--- src/rtl/accum_pkg.sv ---
// Shared definitions for the accumulator BCD display block.
// Holds the default binary width / decimal digit count, the converter FSM
// state encoding and the active-low seven-segment codes (bit order gfedcba).
// seg_encode() maps a BCD digit to its segment code; codes above 9 map to
// blank so a corrupted digit can never show a misleading glyph.
package accum_pkg;

    localparam int DEFAULT_WIDTH  = 8;
    localparam int DEFAULT_DIGITS = 3;

    typedef enum logic [1:0] {
        IDLE  = 2'd0,
        SHIFT = 2'd1,
        DONE  = 2'd2
    } state_t;

    localparam logic [6:0] SEG_0     = 7'b1000000;
    localparam logic [6:0] SEG_1     = 7'b1111001;
    localparam logic [6:0] SEG_2     = 7'b0100100;
    localparam logic [6:0] SEG_3     = 7'b0110000;
    localparam logic [6:0] SEG_4     = 7'b0011001;
    localparam logic [6:0] SEG_5     = 7'b0010010;
    localparam logic [6:0] SEG_6     = 7'b0000010;
    localparam logic [6:0] SEG_7     = 7'b1111000;
    localparam logic [6:0] SEG_8     = 7'b0000000;
    localparam logic [6:0] SEG_9     = 7'b0010000;
    localparam logic [6:0] SEG_BLANK = 7'b1111111;

    function automatic logic [6:0] seg_encode(input logic [3:0] d);
        logic [6:0] s;
        case (d)
            4'd0:    s = SEG_0;
            4'd1:    s = SEG_1;
            4'd2:    s = SEG_2;
            4'd3:    s = SEG_3;
            4'd4:    s = SEG_4;
            4'd5:    s = SEG_5;
            4'd6:    s = SEG_6;
            4'd7:    s = SEG_7;
            4'd8:    s = SEG_8;
            4'd9:    s = SEG_9;
            default: s = SEG_BLANK;
        endcase
        return s;
    endfunction

endpackage

--- src/rtl/seg7_decoder.sv ---
// Combinational BCD to seven-segment decoder, one instance per display digit.
// Ports:
//   bcd_i   [3:0] BCD digit
//   blank_i       force all segments off
//   seg_o   [6:0] active-low segments gfedcba
module seg7_decoder
    import accum_pkg::*;
(
    input  logic [3:0] bcd_i,
    input  logic       blank_i,
    output logic [6:0] seg_o
);

    always_comb begin
        if (blank_i) seg_o = SEG_BLANK;
        else         seg_o = seg_encode(bcd_i);
    end

endmodule

--- src/rtl/accum_bcd_display.sv ---
// Binary to decimal seven-segment display for an accumulator result.
// A load strobe in IDLE captures value; a double-dabble converter runs for
// WIDTH cycles (busy high), then one DONE cycle registers the decoded digits
// onto the HEX outputs and pulses done. HEX outputs only change at DONE.
// Ports:
//   CLOCK_50            clock, rising edge
//   RESET               synchronous active-high reset
//   value [WIDTH-1:0]   unsigned binary to display
//   load                conversion request, honoured only in IDLE
//   busy                conversion in progress
//   done                one-cycle pulse when new digits are shown
//   HEX0/HEX1/HEX2      active-low segments gfedcba, HEX0 = units
// Build option: define ACCUM_BCD_LEADING_BLANK_EN to blank leading zero
// digits (units digit always shown).
// The three HEX ports expect DIGITS >= 3.
module accum_bcd_display
    import accum_pkg::*;
#(
    parameter int WIDTH  = DEFAULT_WIDTH,
    parameter int DIGITS = DEFAULT_DIGITS
) (
    input  logic             CLOCK_50,
    input  logic             RESET,
    input  logic [WIDTH-1:0] value,
    input  logic             load,
    output logic             busy,
    output logic             done,
    output logic [6:0]       HEX0,
    output logic [6:0]       HEX1,
    output logic [6:0]       HEX2
);

    localparam int CW = $clog2(WIDTH + 1);
    localparam int BW = DIGITS * 4;

`ifdef ACCUM_BCD_LEADING_BLANK_EN
    localparam logic [6:0] SEG_UPPER_RST = SEG_BLANK;
`else
    localparam logic [6:0] SEG_UPPER_RST = SEG_0;
`endif

    state_t                  state_q, state_d;
    logic [WIDTH-1:0]        sh_q, sh_d;
    logic [BW-1:0]           bcd_q, bcd_d, bcd_adj;
    logic [BW+WIDTH-1:0]     shifted;
    logic [CW-1:0]           cnt_q, cnt_d;
    logic [DIGITS-1:0][6:0]  hex_q, hex_d, seg_w;
    logic [DIGITS-1:0]       blank_w;
    logic                    done_q, done_d;

    // Digit decoders watch the BCD register; their outputs are only
    // captured in DONE, when the register holds the finished result.
    for (genvar g = 0; g < DIGITS; g++) begin : g_dec
        seg7_decoder u_dec (
            .bcd_i   (bcd_q[g*4 +: 4]),
            .blank_i (blank_w[g]),
            .seg_o   (seg_w[g])
        );
    end

    // Leading-zero suppression: scan from the top digit down, blanking
    // zeros until the first nonzero digit. Digit 0 is never blanked.
    always_comb begin
        blank_w = '0;
`ifdef ACCUM_BCD_LEADING_BLANK_EN
        begin
            logic lead;
            lead = 1'b1;
            for (int i = DIGITS - 1; i > 0; i--) begin
                if (lead && (bcd_q[i*4 +: 4] == 4'd0)) blank_w[i] = 1'b1;
                else                                  lead       = 1'b0;
            end
        end
`endif
    end

    // One double-dabble step: add 3 to digits >= 5 so the following shift
    // carries correctly into the next decimal digit.
    always_comb begin
        bcd_adj = bcd_q;
        for (int i = 0; i < DIGITS; i++) begin
            if (bcd_q[i*4 +: 4] >= 4'd5) bcd_adj[i*4 +: 4] = bcd_q[i*4 +: 4] + 4'd3;
        end
        shifted = {bcd_adj, sh_q} << 1;
    end

    always_comb begin
        state_d = state_q;
        sh_d    = sh_q;
        bcd_d   = bcd_q;
        cnt_d   = cnt_q;
        hex_d   = hex_q;
        done_d  = 1'b0;
        case (state_q)
            IDLE: begin
                if (load) begin
                    sh_d    = value;
                    bcd_d   = '0;
                    cnt_d   = '0;
                    state_d = SHIFT;
                end
            end
            SHIFT: begin
                {bcd_d, sh_d} = shifted;
                cnt_d         = cnt_q + 1'b1;
                if (cnt_q == CW'(WIDTH - 1)) state_d = DONE;
            end
            DONE: begin
                hex_d   = seg_w;
                done_d  = 1'b1;
                state_d = IDLE;
            end
            default: state_d = IDLE;
        endcase
    end

    always_ff @(posedge CLOCK_50) begin
        if (RESET) begin
            state_q <= IDLE;
            sh_q    <= '0;
            bcd_q   <= '0;
            cnt_q   <= '0;
            done_q  <= 1'b0;
            for (int i = 0; i < DIGITS; i++) begin
                hex_q[i] <= (i == 0) ? SEG_0 : SEG_UPPER_RST;
            end
        end else begin
            state_q <= state_d;
            sh_q    <= sh_d;
            bcd_q   <= bcd_d;
            cnt_q   <= cnt_d;
            done_q  <= done_d;
            hex_q   <= hex_d;
        end
    end

    assign busy = (state_q == SHIFT);
    assign done = done_q;
    assign HEX0 = hex_q[0];
    assign HEX1 = hex_q[1];
    assign HEX2 = hex_q[2];

endmodule

--- config.mk ---
export PLATFORM = sky130hd
export DESIGN_NAME = accum_bcd_display
export DESIGN_NICKNAME = d
export VERILOG_FILES = /design/src/rtl/accum_pkg.sv /design/src/rtl/seg7_decoder.sv /design/src/rtl/accum_bcd_display.sv
export SDC_FILE = /design/constraint.sdc
export NUM_CORES = 1
export LEC_CHECK = 0
export BUFFER_PORTS_ARGS = -buffer_cell sky130_fd_sc_hd__buf_2
export CELL_PAD_IN_SITES_DETAIL_PLACEMENT = 0
export CELL_PAD_IN_SITES_GLOBAL_PLACEMENT = 1
export CORE_ASPECT_RATIO = 1.4
export CORE_UTILIZATION = 46
export CTS_CLUSTER_SIZE = 12
export DETAILED_ROUTE_END_ITERATION = 10
export PLACE_DENSITY = 0.95
export SYNTH_ARGS = -nofsm -noshare
export SYNTH_HDL_FRONTEND = slang
export SYNTH_SLANG_ARGS = --single-unit
--- constraint.sdc ---
create_clock -name CLOCK_50 -period 2.2 [get_ports CLOCK_50]
set_input_delay 0.11 -clock CLOCK_50 [delete_from_list [all_inputs] [get_ports CLOCK_50]]
set_output_delay 0.11 -clock CLOCK_50 [all_outputs]
set_load 0.02 [all_outputs]
* Word-level counts from Yosys, hierarchy flattened
Memory sizes are Yosys's and may differ from the RTL's. A register that Yosys moved wholly into a read port is not among the register bits.
Cells that the tools add are included.
** Storage, ports and cells
- Register bits :: 27
- Memory bits (read-only) :: 336
- Output and inout port bits :: 23
- Logic and storage cells :: 37
- Memories kept :: 3
** Operators by class
- Add/sub/neg operators :: 4
- $lt $le $gt $ge :: 3
- Equal/unequal tests :: 5
- Mux-type cells :: 13
- Reductions and logical operators :: 4
** Memories
- (no name shown) :: depth 16, bits a word 7, rd ports 1, clocked after Yosys merged registers in 1, write ports 0, line accum_pkg.sv:31 : case (d)
- (no name shown) :: depth 16, bits a word 7, rd ports 1, clocked after Yosys merged registers in 1, write ports 0, line accum_pkg.sv:31
- (no name shown) :: depth 16, bits a word 7, rd ports 1, clocked after Yosys merged registers in 1, write ports 0, line accum_pkg.sv:31
** Operators by type and width (number)
- $pmux 12 s2 :: 1
- $pmux 8 s2 :: 1
- $ge 4x3->1 const B :: 3
- $mux 12 :: 1
- $mux 4 :: 3
- $add 4x2->4 const B :: 2
- $mux 8 :: 1
- $pmux 4 s2 :: 1
- $add 4x1->4 const B :: 1
- $eq 4x3->1 const B :: 1
- $mux 2 :: 2
- $pmux 2 s2 :: 1
- $reduce_and 2->1 :: 2
- $add 3x2->3 const B :: 1
- $mux 3 :: 1
- $eq 2x1->1 const B :: 1
- $eq 2x2->1 const B :: 1
- $logic_not 2->1 :: 1
- $ne 2x1->1 const B :: 1
- $ne 2x2->1 const B :: 1
- $reduce_bool 2->1 :: 1
- $mux 1 :: 1

* Logic depth before layout (Yosys ltp)
Gate-level depths: netlist of run 1.
- Depth in word-level cells :: 3
- Depth in mapped cells :: 8

* Cells and area by module
Synthesis of run 1 repeated with hierarchy kept, for this count alone.
** Second synthesis, totals
- Cell total of the unflattened synthesis :: 339
- Area total of the unflattened synthesis :: 2778.9 sq um
** Modules (own cells, without submodules)
- accum_bcd_display :: instances 1, cells each 240, area an instance 2073.2 sq um, sequential area each 960.9 sq um
- seg7_decoder :: instances 3, cells each 33, area an instance 235.2 sq um, sequential area each 0.0 sq um

* Worst setup path before layout of run 1
No wires, ideal clock.
- Path kind :: flip-flop to flip-flop
- Start :: register bcd_q[0]
- End :: register bcd_q[3]
- Library setup time :: 0.128 ns
- Arrival :: 1.355 ns
- Slack :: 0.717 ns
- Stages on the path, launching flop included :: 7
- Clock period less this slack :: 1.483 ns
- Path through :: dfxtp_1 > inv_1 > ha_1 > ha_1 > o21bai_1 > a32oi_1 > nor2_1
** Between the ends
- Longest elaborated chain between the ends :: 3
** Ends and longest elaborated chain
- start: declaration :: line accum_bcd_display.sv:44 : logic [BW-1:0] bcd_q, bcd_d, bcd_adj;
- start signal: assignment :: line accum_bcd_display.sv:121 : bcd_q <= '0;
- start signal: assignment :: line accum_bcd_display.sv:130 : bcd_q <= bcd_d;
- $add 4x2->4 / $ge 4x3->1 (equally long branches) :: line accum_bcd_display.sv:82 : if (bcd_q[i*4 +: 4] >= 4'd5) bcd_adj[i*4 +: 4] = bcd_q[i*4 +: 4] + 4'd3;
- $mux 4 (*) :: line accum_bcd_display.sv:82
- $pmux 12 s2 (*) :: line accum_bcd_display.sv:94 : case (state_q)
Every way passes the cells marked *; elsewhere a longest branch is shown, timed or not.
A chain may end at the register's enable or synchronous reset.

* Final worst setup path of run 1
Same ends and word-level chain as after synthesis.

==> results.txt, run 1 <==
The area growth from synthesis to layout is 10.3%. The tools report the warning count from the yosys run as 0. The synthesized design contains 48 register bits. The ratio of final minimum period to clock period is 0.759. The die is 88.1 µm tall. STA puts the critical path data arrival time at 1860 ps.

The normalized max-slew margin is 0.543, and the number of cells on the worst reg-to-reg path is 6. The longest clock path from root to sink contains 2 buffers. The first routing iteration left 54 violations.

The fraction of post-synthesis cell area in the top cell type by area is 0.394, and the global-route usage over all layers is 0.187. Cell at the root of the clock tree: clkbuf_8. The number of design rule violations left after detail routing came out at 0. The final route contains 2,044 vias. Data required time at the worst endpoint: 2390 ps.

TritonCTS built the clock tree. Post-place instance area: 2610 µm². The most used flip-flop cell after synthesis is dfxtp_1. Of all nets on the critical path, the largest fanout is 6. The tools report the number of global-route vias before repair as 1,865. Max-cap violations in this run came to 0.

The transition time at the pin with the least slew margin was 685 ps. The async set or reset register ratio after synthesis works out to 0. The kind of capture point of the worst setup path was a flop. The worst register-to-register path ends at bcd_q[3].

The floorplan has 31 rows. The worst hold path terminates at sh_q[0]. The fraction of the core area covered by cells at the end of the flow was 0.525. The total overflow left after global routing is 0. The total iterations of the first detailed-routing run was 4; the leakage component of the power was 0.00112 µW.

The clock sink count is 48, and the total inserted antenna cells is 0. Input and output buffers added on the ports amount to 33. The accumulated negative setup slack was 0 ps. In this run, post-CTS hold repair placed 0 buffers. The worst-case IR drop observed on VDD is 341 µV.

For this run, the post-layout net count is 347. The share of the yosys chip area belonging to registers came out at 0.394. In this run, synthesis inferred 0 flip-flops with an integrated enable.

Clock-pin slew was measured on the worst setup and hold paths at 80 ps. Buffers added to address setup during post-CTS repair amount to 0. The cell count of the worst hold path was 2; the H-tree depth was 2. The overall die width was 63.5 µm; the number of endpoints failing setup at the final stage was 0. The netlist uses 36 different library cells. The shortest clock period the worst path allows after layout is 1670 ps.

The number of primary I/O pins is 34, and the die area is 5600 µm². For this run, the top clock speed supported by timing is 599 MHz. The number of hold-slack violations in the final timing report was 0.

The count of final max-slew check failures is 0, and the first-pass GRT wire length is 8250 µm. The initial core utilization is 0.476. The run gives 300 ps as the clock latency at the later pin of the worst-skew pair.

The reg-to-reg startpoint is bcd_q[0]. By instance count, the leading cell after synthesis is dfxtp_1. Entering global routing, the biggest net connects 24 pins. The total area inside the core boundary comes to 5120 µm². In this run the register-to-register setup slack is 530 ps. The finished cells cover 2690 µm². Synthesized cell area: 2440 µm². Clock tree synthesis inserted a total of 5 buffers. By count the netlist is led by dfxtp_1 (48), nor2_1 (43), nand2_1 (30). Once detail routing completed, the nets flagged for antenna violations numbered 0.

For the final setup skew, the log shows 7.07 ps. The startpoint identified for the worst hold timing path is value[0]. The fraction of final layout cells with drive strength greater than 1 works out to 0.147. When the netlist entered floorplanning its net count stood at 320. Routability-driven placement finished with a final weighted congestion of 0.821. For this design the ratio of total power to cell area is 566 nW/µm².

Setup repair after global routing left no endpoint under its margin. The gate count after technology mapping is 293. The launching element type of the critical path is a flop. The run finished with clean final reports.

After detailed routing, the average wire length per cell comes to 12.7 µm. By area the synthesized netlist is led by dfxtp_1 (39%), ha_1 (8.2%), nor2_1 (6.6%). Synthesized area per cell: 8.32 µm².

The initial antenna violation count is 0, and the via count normalized by instance count is 5.30. Summed over all instances, the cell type with the most area after synthesis is dfxtp_1. In this run the worst hold path is classified as primary input to flop. The post-CTS resize count is 0, and the half-perimeter wire length of the detailed placement result is 3650 µm.

The critical path in this run is classified as flop to flop. Summed over all layers, the routed wires come to 4890 µm.
logic make-up after synthesis:
kind of cell / Yosys count / synth area share
adder cells (fa/ha/maj): 16 / 0.0821
multiplexers: 6 / 0.0252
XOR/XNOR: 6 / 0.0216
AND/OR/NAND/NOR: 99 / 0.172
AO/OA/AOI/OAI: 89 / 0.243
flip-flops: 48 / 0.394
buffers and inverters: 29 / 0.0611
registers in the layout, indices dropped and copies added, names as in the netlist:
register,count
HEX0,7
HEX1,7
HEX2,7
bcd_q,12
cnt_q,4
done,1
sh_q,8
state_q,2
stage by stage:
step / power [µW] / worst slack [ps] / instances / hold slack (ps)
3_3_place_gp: 1050 / 551 / 379 / 325
4_1_cts: 1540 / 524 / 386 / 17.3
5_1_grt: 1590 / 425 / 386 / 20.6
6_report: 1520 / 529 / 386 / 23.9
3_5_place_dp: 1050 / 536 / 379 / 332
2_1_floorplan: 1010 / 717 / 293 / 236
worst max-delay path, cell delays in order (launching register included):
cell      delay (ps)
dfxtp_1          440
inv_1            120
ha_1             250
ha_1             310
o21bai_1         170
a32oi_1          210
nor2_1            50
cell type report:
| type | instances | area [µm²] |
|---|---|---|
| fill | 527 | 2430 |
| multi-input combinational | 216 | 1330 |
| sequential | 48 | 961 |
| timing repair buffer | 37 | 195 |
| tap | 66 | 82.6 |
| clock buffer | 6 | 72.6 |
| inverter | 12 | 45.0 |
| clock inverter | 1 | 5.00 |
placed cells by master (no fill, tap or decap), drive strengths merged, types with 4 or more instances in the layout:
master  count
dfxtp      48
nor2       44
buf        37
nand2      30
o21ai      20
a21oi      18
ha         16
a211oi     14
inv        12
nor3       12
nand2b      8
a22o        6
o21a        6
clkbuf      6
o21bai      5
mux2i       5
a22oi       5
o31ai       4
metal layers:
layer | wire length, µm | global-route usage | vias up
met5 | 0 | 0 | -
met1 | 2180 | 0.206 | 935
met3 | 164 | 0.0430 | 7
li1 | - | - | 1067
met2 | 2480 | 0.346 | 35
met4 | 68 | 0.0682 | 0
how the worst max path moves through the flow:
stage	slack (ps)	from	endpoint
after floorplan	720	bcd_q[0]	bcd_q[3]
after global placement	550	bcd_q[0]	bcd_q[3]
after detailed placement	540	bcd_q[0]	bcd_q[3]
after CTS	520	bcd_q[0]	bcd_q[3]
after global routing	430	state_q[1]	HEX1[2]
final	530	bcd_q[0]	bcd_q[3]
report_power, final:
group | leakage [µW] | switching (µW) | total, µW | internal, µW
clock network | 0.0000410 | 278 | 494 | 216
registers | 0.000389 | 18.8 | 906 | 888
logic | 0.000689 | 71.3 | 120 | 48.7
total | 0.00112 | 368 | 1520 | 1150
No activity file was read; power rests on OpenSTA's default activity.
==> inputs of run 2 (changes only) <==
--- a/config.mk
+++ b/config.mk
@@ -5,14 +5,15 @@
 export SDC_FILE = /design/constraint.sdc
 export NUM_CORES = 1
 export LEC_CHECK = 0
+export ABC_AREA = 1
 export BUFFER_PORTS_ARGS = -buffer_cell sky130_fd_sc_hd__buf_2
 export CELL_PAD_IN_SITES_DETAIL_PLACEMENT = 0
 export CELL_PAD_IN_SITES_GLOBAL_PLACEMENT = 1
 export CORE_ASPECT_RATIO = 1.4
-export CORE_UTILIZATION = 46
+export CORE_UTILIZATION = 41
 export CTS_CLUSTER_SIZE = 12
 export DETAILED_ROUTE_END_ITERATION = 10
-export PLACE_DENSITY = 0.95
+export PLACE_DENSITY = 0.89
 export SYNTH_ARGS = -nofsm -noshare
 export SYNTH_HDL_FRONTEND = slang
 export SYNTH_SLANG_ARGS = --single-unit
==> constraint.sdc (replaced) <==
create_clock -name CLOCK_50 -period 1.7 [get_ports CLOCK_50]
set_input_delay 0.085 -clock CLOCK_50 [delete_from_list [all_inputs] [get_ports CLOCK_50]]
set_output_delay 0.085 -clock CLOCK_50 [all_outputs]
set_load 0.02 [all_outputs]
==> results.txt, run 2 <==
The flow ran to the end, and the final reports show no timing, DRC or antenna violations. The worst supply voltage drop on vdd was 386 µV (was 341 µV); the ratio of final minimum period to clock period was 0.835 (was 0.759). The tools report the number of hold-slack violations in the final timing report as 0 (unchanged). The tools report the normalized max-slew margin as 0.573 (was 0.543). The clock input transition at the sequential cells of the worst setup and hold paths came out at 90 ps (was 80 ps). The clock latency at the later pin of the worst-skew pair is 310 ps (was 300 ps), and the power density relative to cell area is 743 nW/µm² (was 566 nW/µm²). The overall routed net length came out at 5480 µm (was 4890 µm). The tools report the startpoint of the lowest-slack hold path as value[0] (unchanged). The count of final max-slew check failures was 0 (unchanged); the met2 wire length was 2700 µm (was 2480 µm).

The number of buffers and inverters on the critical path was 1 (unchanged); the total iterations of the first detailed-routing run was 4 (unchanged). The tools report the number of buffers inserted for hold repair after clock tree synthesis as 0 (unchanged). Commonest cells after routing, fill and taps aside: nand2_1 (74), dfxtp_1 (48), inv_1 (33), buf_2 (33), o21ai_0 (32) (was dfxtp_1 (48), nor2_1 (43), buf_2 (33)). The share of the yosys chip area belonging to registers was 0.396 (was 0.394). The tools report the reg-to-reg startpoint as bcd_q[1] (was bcd_q[0]). Flip-flop count of the largest register, all copies and words added: 12 (unchanged). TritonCTS built the clock tree.

Number of nets with antenna violations after routing: 0 (unchanged). The run gives 1880 ps (was 2390 ps) as the data required time at the worst endpoint. The tools report the overflow left after global routing as 0 (unchanged). The shortest clock period the worst path allows after layout came out at 1420 ps (was 1670 ps). The number of enable-type register cells in the synthesized netlist is 0 (unchanged), and the transition time at the pin with the least slew margin is 640 ps (was 685 ps). The cell count of the worst hold path is 3 (was 2). The number of DRC markers in iteration 0 was 89 (was 54). The library cell with the largest summed area after synthesis was dfxtp_1 (unchanged).

The run gives 354 (was 320) as the number of nets produced by synthesis. The vertical extent of the die was 93.1 µm (was 88.1 µm). First-pass GRT wire length: 9160 µm (was 8250 µm). The fraction of final layout cells with drive strength greater than 1 was 0.175 (was 0.147). The peak fanout along the critical path is 5 (was 6), and the initial antenna violation count is 0 (unchanged).

The logs give 421 (was 379) for the placed instance count and 2,179 (was 2,044) for the overall via count from detail_route. For the met1 wire length, the log shows 2550 µm (was 2180 µm). The net count of the finished layout was 387 (was 347). The worst-case clock buffer depth came out at 2 (unchanged).

The number of maximum-capacitance constraint violations was 0 (unchanged). Top cells by instance count after synthesis: nand2_1 (74), dfxtp_1 (48), inv_1 (33) (was dfxtp_1 (48), nor2_1 (43), nand2_1 (30)). Register name with the most flops: bcd_q (unchanged). The number of buffers added on ports was 33 (unchanged); the largest stage delay on the critical path was 410 ps (was 440 ps). The fraction of the core area covered by cells at the end of the flow was 0.483 (was 0.525); the final weighted congestion in routability-driven placement was 0.866 (was 0.821). List of cells traversed by the critical path: inv_1 > ha_1 > ha_1 > o21ai_0 > a21oi_1 (was inv_1 > ha_1 > ha_1 > o21bai_1 > a32oi_1 > nor2_1). The terminus of the critical flop-to-flop path is bcd_q[3] (unchanged). The floorplan row count was 32 (was 31).

The per-cell routed wire length is 12.8 µm (was 12.7 µm), and the number of cells on the worst reg-to-reg path is 5 (was 6). Area inside the core boundary: 5610 µm² (was 5120 µm²). The logs give 327 (was 293) for the gate count after technology mapping and 588 (was 527) for the final-layout fill cell count. The number of primary I/O pins is 34 (unchanged), and the clock sink count is 48 (unchanged). The number of endpoints failing setup at the final stage was 0 (unchanged); the largest net degree at the start of global routing was 23 (was 24). The async set or reset register ratio after synthesis was 0 (unchanged). For the critical path arrival, the log shows 1600 ps (was 1860 ps).

The sink of the worst hold path is sh_q[0] (unchanged). The initial core utilization was 0.433 (was 0.476). The fraction of post-synthesis cell area in the top cell type by area was 0.396 (was 0.394).

The number of design rule violations left after detail routing is 0 (unchanged), and the count of state elements after synthesis is 48 (unchanged). The run gives 0 ps (unchanged) as the accumulated negative setup slack. Top area cells in the synthesized netlist: dfxtp_1 (40%), nand2_1 (11%), ha_1 (8.2%) (was dfxtp_1 (39%), ha_1 (8.2%), nor2_1 (6.6%)). The half-perimeter wire length of the detailed placement result is 3960 µm (was 3650 µm). The number of global-route vias before repair was 2,055 (was 1,865). Setup repair after global routing left no endpoint under its margin. The run gives 2 (unchanged) as the H-tree depth. Cell at the root of the clock tree: clkbuf_8 (unchanged).

The run gives 0 (unchanged) as the post-CTS resize count. The type of the setup path with the least slack is flop to flop (unchanged). The synthesized area per cell is 7.43 µm² (was 8.32 µm²). The area used by sequential logic in the layout was 961 µm² (unchanged); the final setup skew was 6.95 ps (was 7.07 ps). Path class of the lowest-slack min-delay path: primary input to flop (unchanged).

The kind of cell adding the most delay to the critical path was adder cells (unchanged). Warning count from the yosys run: 0 (unchanged). The commonest register cell after synthesis is dfxtp_1 (unchanged). For the total inserted antenna cells, the log shows 0 (unchanged). Dominant cell type by count on the critical path: ha_1 (unchanged). Achievable frequency: 705 MHz (was 599 MHz).

The tools report the launching element type of the critical path as a flop (unchanged). Leading cell type in the layout, fill and taps excluded: nand2_1 (was dfxtp_1). The tools report the kind of capture point of the worst setup path as a flop (unchanged). Signed area change from the synthesized netlist to the final layout: 11.4% (was 10.3%). The synthesized cell area is 2430 µm² (was 2440 µm²), and the count of different cell masters after synthesis is 31 (was 36).

The cell with the most instances after synthesis was nand2_1 (was dfxtp_1). Regs by FF count: bcd_q x12, sh_q x8 (unchanged). The routed length on met3 was 148 µm (was 164 µm). The number of CTS-inserted buffers is 5 (unchanged). The global-route usage over all layers is 0.192 (was 0.187). The via count normalized by instance count is 5.08 (was 5.30), and the internal reg-to-reg setup slack is 280 ps (was 530 ps). The standard cell with the maximum stage delay on the critical path was dfxtp_1 (unchanged).

The top routing layer in use is met4 (unchanged). The leakage component of the power is 0.00122 µW (was 0.00112 µW), and the post-CTS repair timing setup buffer count is 0 (unchanged). The logs give 1230 µm² (was 1330 µm²) for the area of combinational cells with multiple inputs and 6240 µm² (was 5600 µm²) for the die area. Non-filler instance count after layout: 429 (was 386). The overall die width is 67.0 µm (was 63.5 µm).
[run 2: changes by cell type after synthesis, moves of 14 or more]
cell and delta:
nand2_1 +44, nor2_1 -22, nand3_1 +18, a21oi_1 +14
a211oi_1 -14, inv_1 +21
[run 2: layer usage]
layer	up-vias	GRT usage
met1	996	0.238
met4	0	0.0780
met3	6	0.0317
met2	36	0.322
met5	-	0
li1	1141	-
[run 2: final cells by class]
type	instances	share of cell area
Clock inverter	3	0.00693
Multi-Input combinational cell	229	0.454
Inverter	39	0.0550
Tap cell	68	0.0314
Timing Repair Buffer	37	0.0721
Sequential cell	48	0.355
Clock buffer	5	0.0254
[run 2: worst max-delay path by stage]
stage	from	end	slack [ps]	cells past startpoint
floorplan	bcd_q[0]	bcd_q[3]	390	5
global placement	bcd_q[8]	bcd_q[11]	330	7
detailed placement	bcd_q[0]	bcd_q[3]	290	5
CTS	bcd_q[8]	bcd_q[11]	270	7
global route	state_q[0]	HEX2[0]	110	5
finish	bcd_q[1]	bcd_q[3]	280	5
[run 2: worst register-to-register path, cell delays in order (launching register included)]
cell and delay, ps:
dfxtp_1 410, inv_1 130, ha_1 240, ha_1 280, o21ai_0 160, a21oi_1 80
[run 2: metrics by stage]
step                      hold WS [ps]  instance area, µm²  power, µW  worst slack [ps]
after floorplan                    223                2430       1300               390
after global placement             321                2620       1340               334
after detailed placement           331                2620       1340               290
after CTS                         5.30                2710       2040               273
after global routing              31.7                2710       2100               107
final                             9.00                2710       2010               281
[run 2: cells by family after synthesis]
logic type | share of synthesized area
AOI/OAI and AO/OA | 0.196
DFF | 0.396
xor gates and xnor gates | 0.00361
buffers and inverters | 0.0984
adders and majority gates | 0.0824
and+or+nand+nor | 0.224
[run 2: report_power, final]
part | internal, µW | switching [µW] | leakage (µW)
clock | 288 | 411 | 0.0000479
sequential | 1140 | 16.3 | 0.000388
combinational | 48.4 | 102 | 0.000780
total | 1480 | 530 | 0.00122
